### src/rtl/store_buffer_pkg.sv
// rtl/store_buffer_pkg.sv - shared store encodings, lane geometry helpers and FSM states
package store_buffer_pkg;

    localparam logic [2:0] F3_SB = 3'b000;
    localparam logic [2:0] F3_SH = 3'b001;
    localparam logic [2:0] F3_SW = 3'b010;
    localparam logic [2:0] F3_SD = 3'b011;

    typedef enum logic [1:0] {
        ST_IDLE  = 2'd0,
        ST_BEAT0 = 2'd1,
        ST_BEAT1 = 2'd2
    } sb_state_e;

    function automatic int sb_nb(input int xlen);
        return xlen / 8;
    endfunction

    function automatic int sb_lg_nb(input int xlen);
        return $clog2(xlen / 8);
    endfunction

    // SD only exists on 64-bit datapaths; any 1xx encoding is reserved.
    function automatic logic sb_f3_legal(input logic [2:0] f3, input int xlen);
        return !f3[2] && !(f3 == F3_SD && xlen != 64);
    endfunction

endpackage

### src/rtl/store_buffer_lane_align.sv
// rtl/store_buffer_lane_align.sv - store_lane_align: byte mask, lane data and split flag over a two-word window
module store_lane_align
    import store_buffer_pkg::*;
#(
    parameter int XLEN = 32
) (
    input  logic [$clog2(XLEN/8)-1:0] off,
    input  logic [1:0]                size_log2,
    input  logic [XLEN-1:0]           data,
    output logic [2*(XLEN/8)-1:0]     mask,
    output logic [2*XLEN-1:0]         wdata,
    output logic                      split
);

    localparam int NB = sb_nb(XLEN);

    logic [2*NB-1:0]   size_ones;
    logic [2*XLEN-1:0] wide;

    always_comb begin
        size_ones = '0;
        for (int i = 0; i < 2*NB; i++) begin
            size_ones[i] = (i < (1 << size_log2));
        end
        mask = size_ones << off;
        wide = {{XLEN{1'b0}}, data} << {off, 3'b000};
        // Bytes of rs2 above the store size must not leak into enabled-off lanes.
        wdata = '0;
        for (int b = 0; b < 2*NB; b++) begin
            wdata[8*b +: 8] = mask[b] ? wide[8*b +: 8] : 8'h00;
        end
        split = |mask[2*NB-1:NB];
    end

endmodule

### src/rtl/store_buffer.sv
// rtl/store_buffer.sv - store FIFO with lane alignment at enqueue and a two-beat write FSM
module store_buffer
    import store_buffer_pkg::*;
#(
    parameter int XLEN   = 32,
    parameter int DEPTH  = 2,
    parameter int ADDR_W = 32
) (
    input  logic                               clk,
    input  logic                               rst,
    input  logic                               st_valid,
    output logic                               st_ready,
    input  logic [ADDR_W-1:0]                  st_addr,
    input  logic [XLEN-1:0]                    st_data,
    input  logic [2:0]                         st_funct3,
    output logic                               st_err,
    output logic                               mem_valid,
    input  logic                               mem_ready,
    output logic [ADDR_W-$clog2(XLEN/8)-1:0]   mem_addr,
    output logic [XLEN/8-1:0]                  mem_we,
    output logic [XLEN-1:0]                    mem_wdata,
    output logic                               busy
);

    localparam int NB    = sb_nb(XLEN);
    localparam int LG    = sb_lg_nb(XLEN);
    localparam int WA_W  = ADDR_W - LG;
    localparam int PTR_W = $clog2(DEPTH);
    localparam int CNT_W = PTR_W + 1;

    sb_state_e          state_q, state_d;
    logic [CNT_W-1:0]   count_q, count_d;
    logic [PTR_W-1:0]   wr_ptr_q, wr_ptr_d;
    logic [PTR_W-1:0]   rd_ptr_q, rd_ptr_d;
    logic               st_err_q, st_err_d;

    logic [WA_W-1:0]    addr_mem_q  [DEPTH];
    logic [WA_W-1:0]    addr_mem_d  [DEPTH];
    logic [2*NB-1:0]    mask_mem_q  [DEPTH];
    logic [2*NB-1:0]    mask_mem_d  [DEPTH];
    logic [2*XLEN-1:0]  data_mem_q  [DEPTH];
    logic [2*XLEN-1:0]  data_mem_d  [DEPTH];
    logic               split_mem_q [DEPTH];
    logic               split_mem_d [DEPTH];

    logic [2*NB-1:0]    in_mask;
    logic [2*XLEN-1:0]  in_wdata;
    logic               in_split;

    logic               accept;
    logic               push;
    logic               pop;
    logic               head_split;
    logic [WA_W-1:0]    head_addr;
    logic [2*NB-1:0]    head_mask;
    logic [2*XLEN-1:0]  head_data;

    store_lane_align #(
        .XLEN (XLEN)
    ) u_align (
        .off       (st_addr[LG-1:0]),
        .size_log2 (st_funct3[1:0]),
        .data      (st_data),
        .mask      (in_mask),
        .wdata     (in_wdata),
        .split     (in_split)
    );

    // Fullness is judged on the registered count so a same-cycle pop never frees the slot early.
    assign st_ready  = !rst && (count_q != CNT_W'(DEPTH));
    assign accept    = st_valid && st_ready;
    assign push      = accept && sb_f3_legal(st_funct3, XLEN);
    assign st_err    = st_err_q;
    assign mem_valid = (state_q != ST_IDLE);
    assign busy      = (count_q != '0) || mem_valid;

    assign head_split = split_mem_q[rd_ptr_q];
    assign head_addr  = addr_mem_q[rd_ptr_q];
    assign head_mask  = mask_mem_q[rd_ptr_q];
    assign head_data  = data_mem_q[rd_ptr_q];

    assign pop = mem_valid && mem_ready && ((state_q == ST_BEAT1) || !head_split);

    always_comb begin
        count_d  = count_q;
        wr_ptr_d = wr_ptr_q;
        rd_ptr_d = rd_ptr_q;
        st_err_d = accept && !sb_f3_legal(st_funct3, XLEN);
        addr_mem_d  = addr_mem_q;
        mask_mem_d  = mask_mem_q;
        data_mem_d  = data_mem_q;
        split_mem_d = split_mem_q;

        if (push) begin
            addr_mem_d[wr_ptr_q]  = st_addr[ADDR_W-1:LG];
            mask_mem_d[wr_ptr_q]  = in_mask;
            data_mem_d[wr_ptr_q]  = in_wdata;
            split_mem_d[wr_ptr_q] = in_split;
            wr_ptr_d = wr_ptr_q + PTR_W'(1);
            count_d  = count_d + CNT_W'(1);
        end
        if (pop) begin
            rd_ptr_d = rd_ptr_q + PTR_W'(1);
            count_d  = count_d - CNT_W'(1);
        end
    end

    always_comb begin
        state_d = state_q;
        case (state_q)
            ST_IDLE: begin
                if (count_d != '0) begin
                    state_d = ST_BEAT0;
                end
            end
            ST_BEAT0: begin
                if (mem_ready) begin
                    if (head_split) begin
                        state_d = ST_BEAT1;
                    end else begin
                        state_d = (count_d != '0) ? ST_BEAT0 : ST_IDLE;
                    end
                end
            end
            ST_BEAT1: begin
                if (mem_ready) begin
                    state_d = (count_d != '0) ? ST_BEAT0 : ST_IDLE;
                end
            end
            default: state_d = ST_IDLE;
        endcase
    end

    // Outputs are forced to zero when no beat is presented; the +1 on the beat-1 address wraps naturally.
    always_comb begin
        mem_addr  = '0;
        mem_we    = '0;
        mem_wdata = '0;
        if (state_q == ST_BEAT0) begin
            mem_addr  = head_addr;
            mem_we    = head_mask[NB-1:0];
            mem_wdata = head_data[XLEN-1:0];
        end else if (state_q == ST_BEAT1) begin
            mem_addr  = head_addr + WA_W'(1);
            mem_we    = head_mask[2*NB-1:NB];
            mem_wdata = head_data[2*XLEN-1:XLEN];
        end
    end

    always_ff @(posedge clk) begin
        if (rst) begin
            state_q  <= ST_IDLE;
            count_q  <= '0;
            wr_ptr_q <= '0;
            rd_ptr_q <= '0;
            st_err_q <= 1'b0;
        end else begin
            state_q  <= state_d;
            count_q  <= count_d;
            wr_ptr_q <= wr_ptr_d;
            rd_ptr_q <= rd_ptr_d;
            st_err_q <= st_err_d;
        end
        addr_mem_q  <= addr_mem_d;
        mask_mem_q  <= mask_mem_d;
        data_mem_q  <= data_mem_d;
        split_mem_q <= split_mem_d;
    end

endmodule

### config.mk
export PLATFORM = sky130hd
export DESIGN_NAME = store_buffer
export DESIGN_NICKNAME = d
export VERILOG_FILES = /design/src/rtl/store_buffer_pkg.sv /design/src/rtl/store_buffer_lane_align.sv /design/src/rtl/store_buffer.sv
export SDC_FILE = /design/constraint.sdc
export NUM_CORES = 1
export LEC_CHECK = 0
export CAP_MARGIN = 0
export CORE_UTILIZATION = 55
export CTS_CLUSTER_SIZE = 30
export DETAILED_ROUTE_END_ITERATION = 7
export PLACE_DENSITY = 0.81
export REMOVE_ABC_BUFFERS = 1
export SLEW_MARGIN = 20
export SYNTH_ARGS = -nofsm -noshare
export SYNTH_HDL_FRONTEND = slang
export SYNTH_SLANG_ARGS = --single-unit
### constraint.sdc
create_clock -name clk -period 7.5 [get_ports clk]
set_input_delay 1.5 -clock clk [delete_from_list [all_inputs] [get_ports clk]]
set_output_delay 1.5 -clock clk [all_outputs]
set_load 0.01 [all_outputs]
==> flow_summary_export.csv, run 1 <==
group,metric,value,unit
logic_synthesis,syn_inst,724,
setup_path,worstSetupEndpointType,"primary output",
cells_and_area,layout-drive-gt1-share,9.40,%
power_and_ir_drop,fin_total_pwr,2.55,mW
setup_path,critPathLaunchType,"register",
floorplan,core_area,0.0168,mm^2
cts,post_cts_resized,0,
floorplan,die_y,134,um
cts,clock-sinks,197,
logic_synthesis,async_flop_share,0,%
drt,vias_per_cell,6.08,
setup_path,crit_path_max_incr_delay,820,ps
setup_path,cpMaxStageDelayCell,"dfxtp_4",
cells_and_area,layout.nets,923,
sta,hold_viol,0,
sta,clock.fmax,185,MHz
cells_and_area,antennaDiodeCount,0,
power_and_ir_drop,vdd_drop_max,0.159,mV
logic_synthesis,ys_seq_area_share,61.4,%
floorplan,start_util,56.8,%
min_path,hold_class,"register to register",
sta,final.setup.tns,0,ps
drt,drc,0,
sta,fin_crit,5420,ps
cts,post_cts_buffers,0,
sta,setup_viol,0,
cts,clkTransAtPathRegs,70,ps
grt,grt.overflow.total,0,
floorplan,fp.dieW,134,um
logic_synthesis,ys_ff_latch,197,
drt,drt-initial-drc-count,624,
grt,antenna_found_initial,0,
placed_design,dp.cells,1050,
logic_synthesis,ys_types,68,
drt,via_count,6581,
cells_and_area,seq_area,0.00585,mm^2
setup_path,path_common_cell,"nand4_1",
cells_and_area,post-route-util,69.5,%
logic_synthesis,synth_edf_count,190,
sta,worstMarginPinSlew,1130,ps
flow_run,maxCapViolCount,0,
logic_synthesis,yosys_warnings,0,
grt,grt_usage,25.2,%
logic_synthesis,synth_flop_cell,"edfxtp_1",
cts,cts_root_buf,"clkbuf_16",
logic_synthesis,syn_area_per_cell,13.1,um^2
cts,clockBufferDepth,2,
setup_path,worstSetupPathType,"register to primary output",
setup_path,crit_fanout,58,
placed_design,gp_congestion,0.886,
cts,cts_tree,"done",
cells_and_area,fin_area,0.0117,mm^2
cts,h-tree-depth,4,
cts,clock_latency,430,ps
sta,slew_violations,0,
setup_path,crit_chain,"nand4_1 > a211oi_4 > nand4_1 > o31a_1 > o32ai_1 > clkdlybuf4s50_1",
cts,cts_made_buffers,17,
grt,grt_max_degree,67,
cts,postCtsHoldBufs,0,
placed_design,dp_hpwl,13.8,mm
sta,fin_crit_sh,72.2,%
sta,fin_skew,5.07,ps
run_status,outcome,"completed",
setup_path,cp.arrival,3920,ps
placed_design,post_dp_cell_area,0.0111,mm^2
cells_and_area,nFillCells,1136,
logic_synthesis,synth_area,0.00951,mm^2
floorplan,num_io_pins,141,
grt,grt_pass1_vias,6608,
drt,ant_nets,0,
power_and_ir_drop,p_leak,3.75,nW
sta,maxSlewHeadroom,24.3,%
cells_and_area,multi_input_area,0.00342,mm^2
floorplan,rows,47,
drt,dr.pass1.iters,5,
cells_and_area,final_cell_count_no_fill,1082,
cells_and_area,area_delta_synth_final,22.5,%
drt,wl,21.8,mm
drt,routedWlPerCell,20.1,um
power_and_ir_drop,powerDensity,219,mW/mm^2
setup_path,required,6000,ps
floorplan,die_area,0.0178,mm^2
sta,rsz0062_at_grt,"false",
placed_design,numPortBuffers,140,
grt,grt_pass1_wl,34.1,mm
==> layout by cell type (no fill, tap or decap), types with 3 or more instances in the layout <==
cell	synthesis	layout
nand4_1	12	12
nand3_1	12	12
inv_1	11	11
nor4_1	3	3
bufinv_16	0	3
nand3b_1	4	4
o21ai_0	9	9
ha_1	3	3
or4_1	4	4
o22ai_1	45	45
a22oi_1	13	13
nor2b_1	7	7
clkdlybuf4s50_1	0	139
nor3_1	4	4
mux2i_1	112	112
and3_1	4	4
buf_4	1	11
a21oi_1	22	20
clkbuf_16	0	17
a31o_1	3	3
nand2_1	24	24
and2_1	20	20
edfxtp_1	190	190
a21o_1	4	4
nand4b_1	4	4
clkinvlp_4	0	6
nor2_1	75	73
or2_2	5	5
mux2_2	18	18
a211oi_1	11	11
dfxtp_1	7	6
xnor2_1	8	8
xor2_1	4	4
==> routing by layer <==
| layer | vias up | GRT usage (%) | share of wire (%) |
|---|---|---|---|
| met4 | 0 | 10.2 | 1.6 |
| li1 | 3042 | - | - |
| met3 | 35 | 4.79 | 8.5 |
| met2 | 315 | 42.7 | 51 |
| met5 | - | 0 | 0 |
| met1 | 3189 | 32.1 | 39 |
==> synth_stat cells, types with 2 or more instances <==
| master | number | area, um^2 |
|---|---|---|
| edfxtp_1 | 190 | 5710 |
| mux2i_1 | 112 | 1120 |
| nor2_1 | 75 | 282 |
| o22ai_1 | 45 | 282 |
| nand2_1 | 24 | 90.1 |
| a21oi_1 | 22 | 110 |
| clkbuf_1 | 22 | 82.6 |
| and2_1 | 20 | 125 |
| mux2_2 | 18 | 203 |
| a22oi_1 | 13 | 97.6 |
| buf_2 | 12 | 60.1 |
| nand3_1 | 12 | 60.1 |
| nand4_1 | 12 | 75.1 |
| a211oi_1 | 11 | 82.6 |
| inv_1 | 11 | 41.3 |
| o21ai_0 | 9 | 45.0 |
| xnor2_1 | 8 | 70.1 |
| dfxtp_1 | 7 | 140 |
| nor2b_1 | 7 | 43.8 |
| or2_2 | 5 | 31.3 |
| a21o_1 | 4 | 30.0 |
| and3_1 | 4 | 25.0 |
| buf_1 | 4 | 15.0 |
| nand2b_1 | 4 | 25.0 |
| nand3b_1 | 4 | 30.0 |
| nand4b_1 | 4 | 35.0 |
| nor3_1 | 4 | 20.0 |
| or4_1 | 4 | 30.0 |
| xor2_1 | 4 | 35.0 |
| a31o_1 | 3 | 26.3 |
| ha_1 | 3 | 37.5 |
| nor4_1 | 3 | 18.8 |
| a31oi_1 | 2 | 12.5 |
| buf_6 | 2 | 22.5 |
| clkbuf_8 | 2 | 27.5 |
| nand4b_4 | 2 | 47.6 |
| o211ai_1 | 2 | 15.0 |
| o21a_1 | 2 | 15.0 |
| o31ai_1 | 2 | 15.0 |
| or3_1 | 2 | 12.5 |
==> through the flow <==
stage,setup slack [ps],hold WS (ps)
2_1_floorplan,-13.0,521
3_3_place_gp,2670,574
3_5_place_dp,2600,614
4_1_cts,2130,623
5_1_grt,1880,667
6_report,2080,621
==> state kept, by name, summed over array words and instances, names as in the netlist <==
signal and count:
mask_mem_q 16, split_mem_q 2, st_err 1, state_q 2, data_mem_q 112, count_q 2
rd_ptr_q 1, wr_ptr_q 1, addr_mem_q 60
==> cell families after synthesis <==
group	after synthesis	share of synthesized area, %
muxes	130	13.9
and+or+nand+nor	193	10.7
AOI/OAI and AO/OA	133	9.51
adders and majority gates	3	0.395
xor gates and xnor gates	12	1.10
DFF	197	61.4
buffers and inverters	56	2.93
==> report_power, final <==
| part | switching [mW] | internal (mW) |
|---|---|---|
| Combinational | 0.203 | 0.190 |
| Clock | 0.383 | 0.521 |
| Sequential | 0.0183 | 1.23 |
==> critical path, delay by kind of cell, from the launching register on <==
family          cells  cell delay (ps)
buf+inv             1              590
flops               1              820
compound gates      3             1270
simple gates        2              780
==> path summary, 6_finish.rpt <==
path,to,slack (ps),start,cells after the start
hold / removal,count_q[1],620,count_q[1],2
setup reg to reg,count_q[1],4390,rd_ptr_q,5
hold reg to reg,count_q[1],620,count_q[1],2
setup / recovery,mem_addr[24],2080,rd_ptr_q,6
==> area by class of cell <==
type	instances	share of cell area (%)
Clock buffer	18	3.68
Multi-Input combinational cell	471	29.3
Sequential cell	197	50.2
Tap cell	220	2.36
Inverter	11	0.354
Timing Repair Buffer	151	12.7
Clock inverter	14	1.39
Note: power is estimated with default switching activity, not from simulation.
==> run 2: changes to the inputs <==
==> constraint.sdc (replaced) <==
create_clock -name clk -period 5.42 [get_ports clk]
set_input_delay 1.084 -clock clk [delete_from_list [all_inputs] [get_ports clk]]
set_output_delay 1.084 -clock clk [all_outputs]
set_load 0.01 [all_outputs]
==> flow_summary_export.csv, run 2 (synthesized netlist as in run 1, its figures left out) <==
group,metric,value,unit
cts,clockBufferDepth,2,
cts,cts_tree,"done",
cts,h-tree-depth,4,
setup_path,crit_path_max_incr_delay,640,ps
drt,ant_nets,0,
sta,slew_violations,0,
sta,rsz0062_at_grt,"false",
setup_path,critPathLaunchType,"register",
cells_and_area,layout_commonest_cell,"edfxtp_1",
cells_and_area,area_delta_synth_final,22.5,%
drt,via_count,6536,
grt,grt_max_degree,96,
cts,cts_made_buffers,17,
min_path,hold_depth,2,
setup_path,required,4340,ps
cts,clock_latency,430,ps
sta,fin_crit,4740,ps
power_and_ir_drop,comb_power_share,15.7,%
drt,routedWlPerCell,20.1,um
grt,grt_pass1_vias,6422,
power_and_ir_drop,netSwitchingFraction,25.0,%
power_and_ir_drop,p_leak,3.76,nW
setup_path,critPathBufInv,1,
setup_path,rrSetupSlack,2990,ps
power_and_ir_drop,fin_total_pwr,3.48,mW
power_and_ir_drop,pwr-share-seq,49.5,%
cts,post_cts_buffers,0,
grt,grt_usage,25.2,%
min_path,hold_class,"register to register",
min_path,hp-start,"count_q[1]",
floorplan,num_io_pins,141,
cts,post_cts_resized,0,
sta,fin_skew,6.45,ps
sta,hold_viol,0,
cts,clock-sinks,197,
cells_and_area,antennaDiodeCount,0,
placed_design,dp_hpwl,13.8,mm
cells_and_area,top_regs,"data_mem_q (112), addr_mem_q (60), mask_mem_q (16)",
setup_path,crit_chain,"mux2_2 > ha_1 > and2_0 > nand4_1 > or4_1 > a31o_1 > clkdlybuf4s50_1",
drt,wl,21.7,mm
setup_path,r2r_cells,6,
grt,antenna_found_initial,0,
floorplan,die_area,0.0178,mm^2
floorplan,fp.dieW,134,um
cts,clkTransAtPathRegs,70,ps
sta,setup_viol,0,
cells_and_area,layout-drive-gt1-share,9.30,%
flow_run,maxCapViolCount,0,
setup_path,crit_path_start,"rd_ptr_q",
floorplan,die_y,134,um
cells_and_area,nFillCells,1151,
drt,drt-initial-drc-count,535,
setup_path,r2r_end,"data_mem_q[100]",
setup_path,cpMaxStageDelayCell,"dfxtp_4",
placed_design,numPortBuffers,140,
grt,grt_pass1_wl,33.8,mm
power_and_ir_drop,switching_power,0.870,mW
power_and_ir_drop,vdd_drop_max,0.245,mV
placed_design,gp_congestion,0.886,
cts,postCtsHoldBufs,0,
floorplan,core_area,0.0168,mm^2
cells_and_area,layout.nets,923,
cells_and_area,largest_register,"data_mem_q",
setup_path,cp.arrival,3660,ps
power_and_ir_drop,p_int,2.62,mW
floorplan,start_util,56.8,%
cells_and_area,largest_reg_flops,112,
drt,drc,0,
drt,dr.pass1.iters,5,
setup_path,reg2reg_from,"count_q[0]",
sta,fin_crit_sh,87.5,%
setup_path,worstSetupPathType,"register to primary output",
sta,clock.fmax,211,MHz
setup_path,crit_family,"simple AND/OR/NAND/NOR gates",
cts,cts_root_buf,"clkbuf_16",
cells_and_area,layout_common_cells,"190 x edfxtp_1, 139 x clkdlybuf4s50_1, 112 x mux2i_1",
power_and_ir_drop,power_frac_clock,34.8,%
run_status,outcome,"completed",
setup_path,worstSetupEndpointType,"primary output",
setup_path,crit_fanout,39,
cells_and_area,post-route-util,69.5,%
grt,grt.overflow.total,0,
power_and_ir_drop,powerDensity,299,mW/mm^2
floorplan,rows,47,
drt,vias_per_cell,6.05,
sta,maxSlewHeadroom,20.3,%
min_path,min_to,"count_q[1]",
sta,worstMarginPinSlew,1200,ps
## run 2: changes by cell type in the layout (fill, tap and decap cells not counted), moves of 2 or more
cell,before,now
inv_6,0,2
inv_8,0,4
buf_4,11,9
clkinvlp_4,6,3
clkinv_1,2,0
buf_12,0,2
a21oi_2,2,0
a21oi_1,20,22
bufinv_16,3,1
## run 2: worst max path at each step
stage	endpoint	cells past startpoint
2_1_floorplan	mem_addr[26]	5
3_3_place_gp	mem_addr[26]	6
3_5_place_dp	mem_addr[26]	7
4_1_cts	mem_addr[26]	7
5_1_grt	mem_addr[26]	7
6_report	mem_addr[26]	7
## run 2: tightest hold or removal path, stage by stage (launching register included)
cell       delay (ps)
dfxtp_1           330
mux2i_1           120
a2111oi_0         100
## run 2: final cells by class
cell class	instances	area (um^2)	area share (%)
clock buffers	17	425	3.65
clock inverters	13	145	1.25
inverters	11	41.3	0.354
multi-input cells	471	3410	29.3
flip-flops and latches	197	5850	50.2
well taps	220	275	2.36
repair buffers	151	1500	12.9
## run 2: stage by stage
stage	setup slack [ps]	instance area, um^2	hold WS [ps]	instances	setup TNS [ps]
global placement	1240	11100	569	1050	0
CTS	702	11600	602	1080	0
global route	468	11600	655	1080	0
floorplan	-1680	9280	521	679	-183430
detailed placement	1180	11100	593	1050	0
finish	679	11600	600	1080	0
## run 2: layer usage
metal	global-route usage [%]	routed length, um
met1	31.6	8810
met2	42.7	10900
met3	5.02	1550
met4	10.2	487
met5	0	0
## run 2: power groups by stage
stage | Clock [mW] | Sequential [mW] | Combinational, mW
after floorplan | 0 | 1.77 | 0.273
after global placement | 0 | 1.76 | 0.529
after detailed placement | 0 | 1.76 | 0.541
after CTS | 1.24 | 1.73 | 0.546
after global routing | 1.29 | 1.73 | 0.584
final | 1.21 | 1.73 | 0.546
==> run 3: changes to the inputs <==
--- a/config.mk
+++ b/config.mk
@@ -7,7 +7,6 @@
 export LEC_CHECK = 0
 export CAP_MARGIN = 0
 export CORE_UTILIZATION = 55
-export CTS_CLUSTER_SIZE = 30
 export DETAILED_ROUTE_END_ITERATION = 7
 export PLACE_DENSITY = 0.81
 export REMOVE_ABC_BUFFERS = 1
==> results of run 3 <==
Final layout, timing and power as in run 2 (identical DEF).
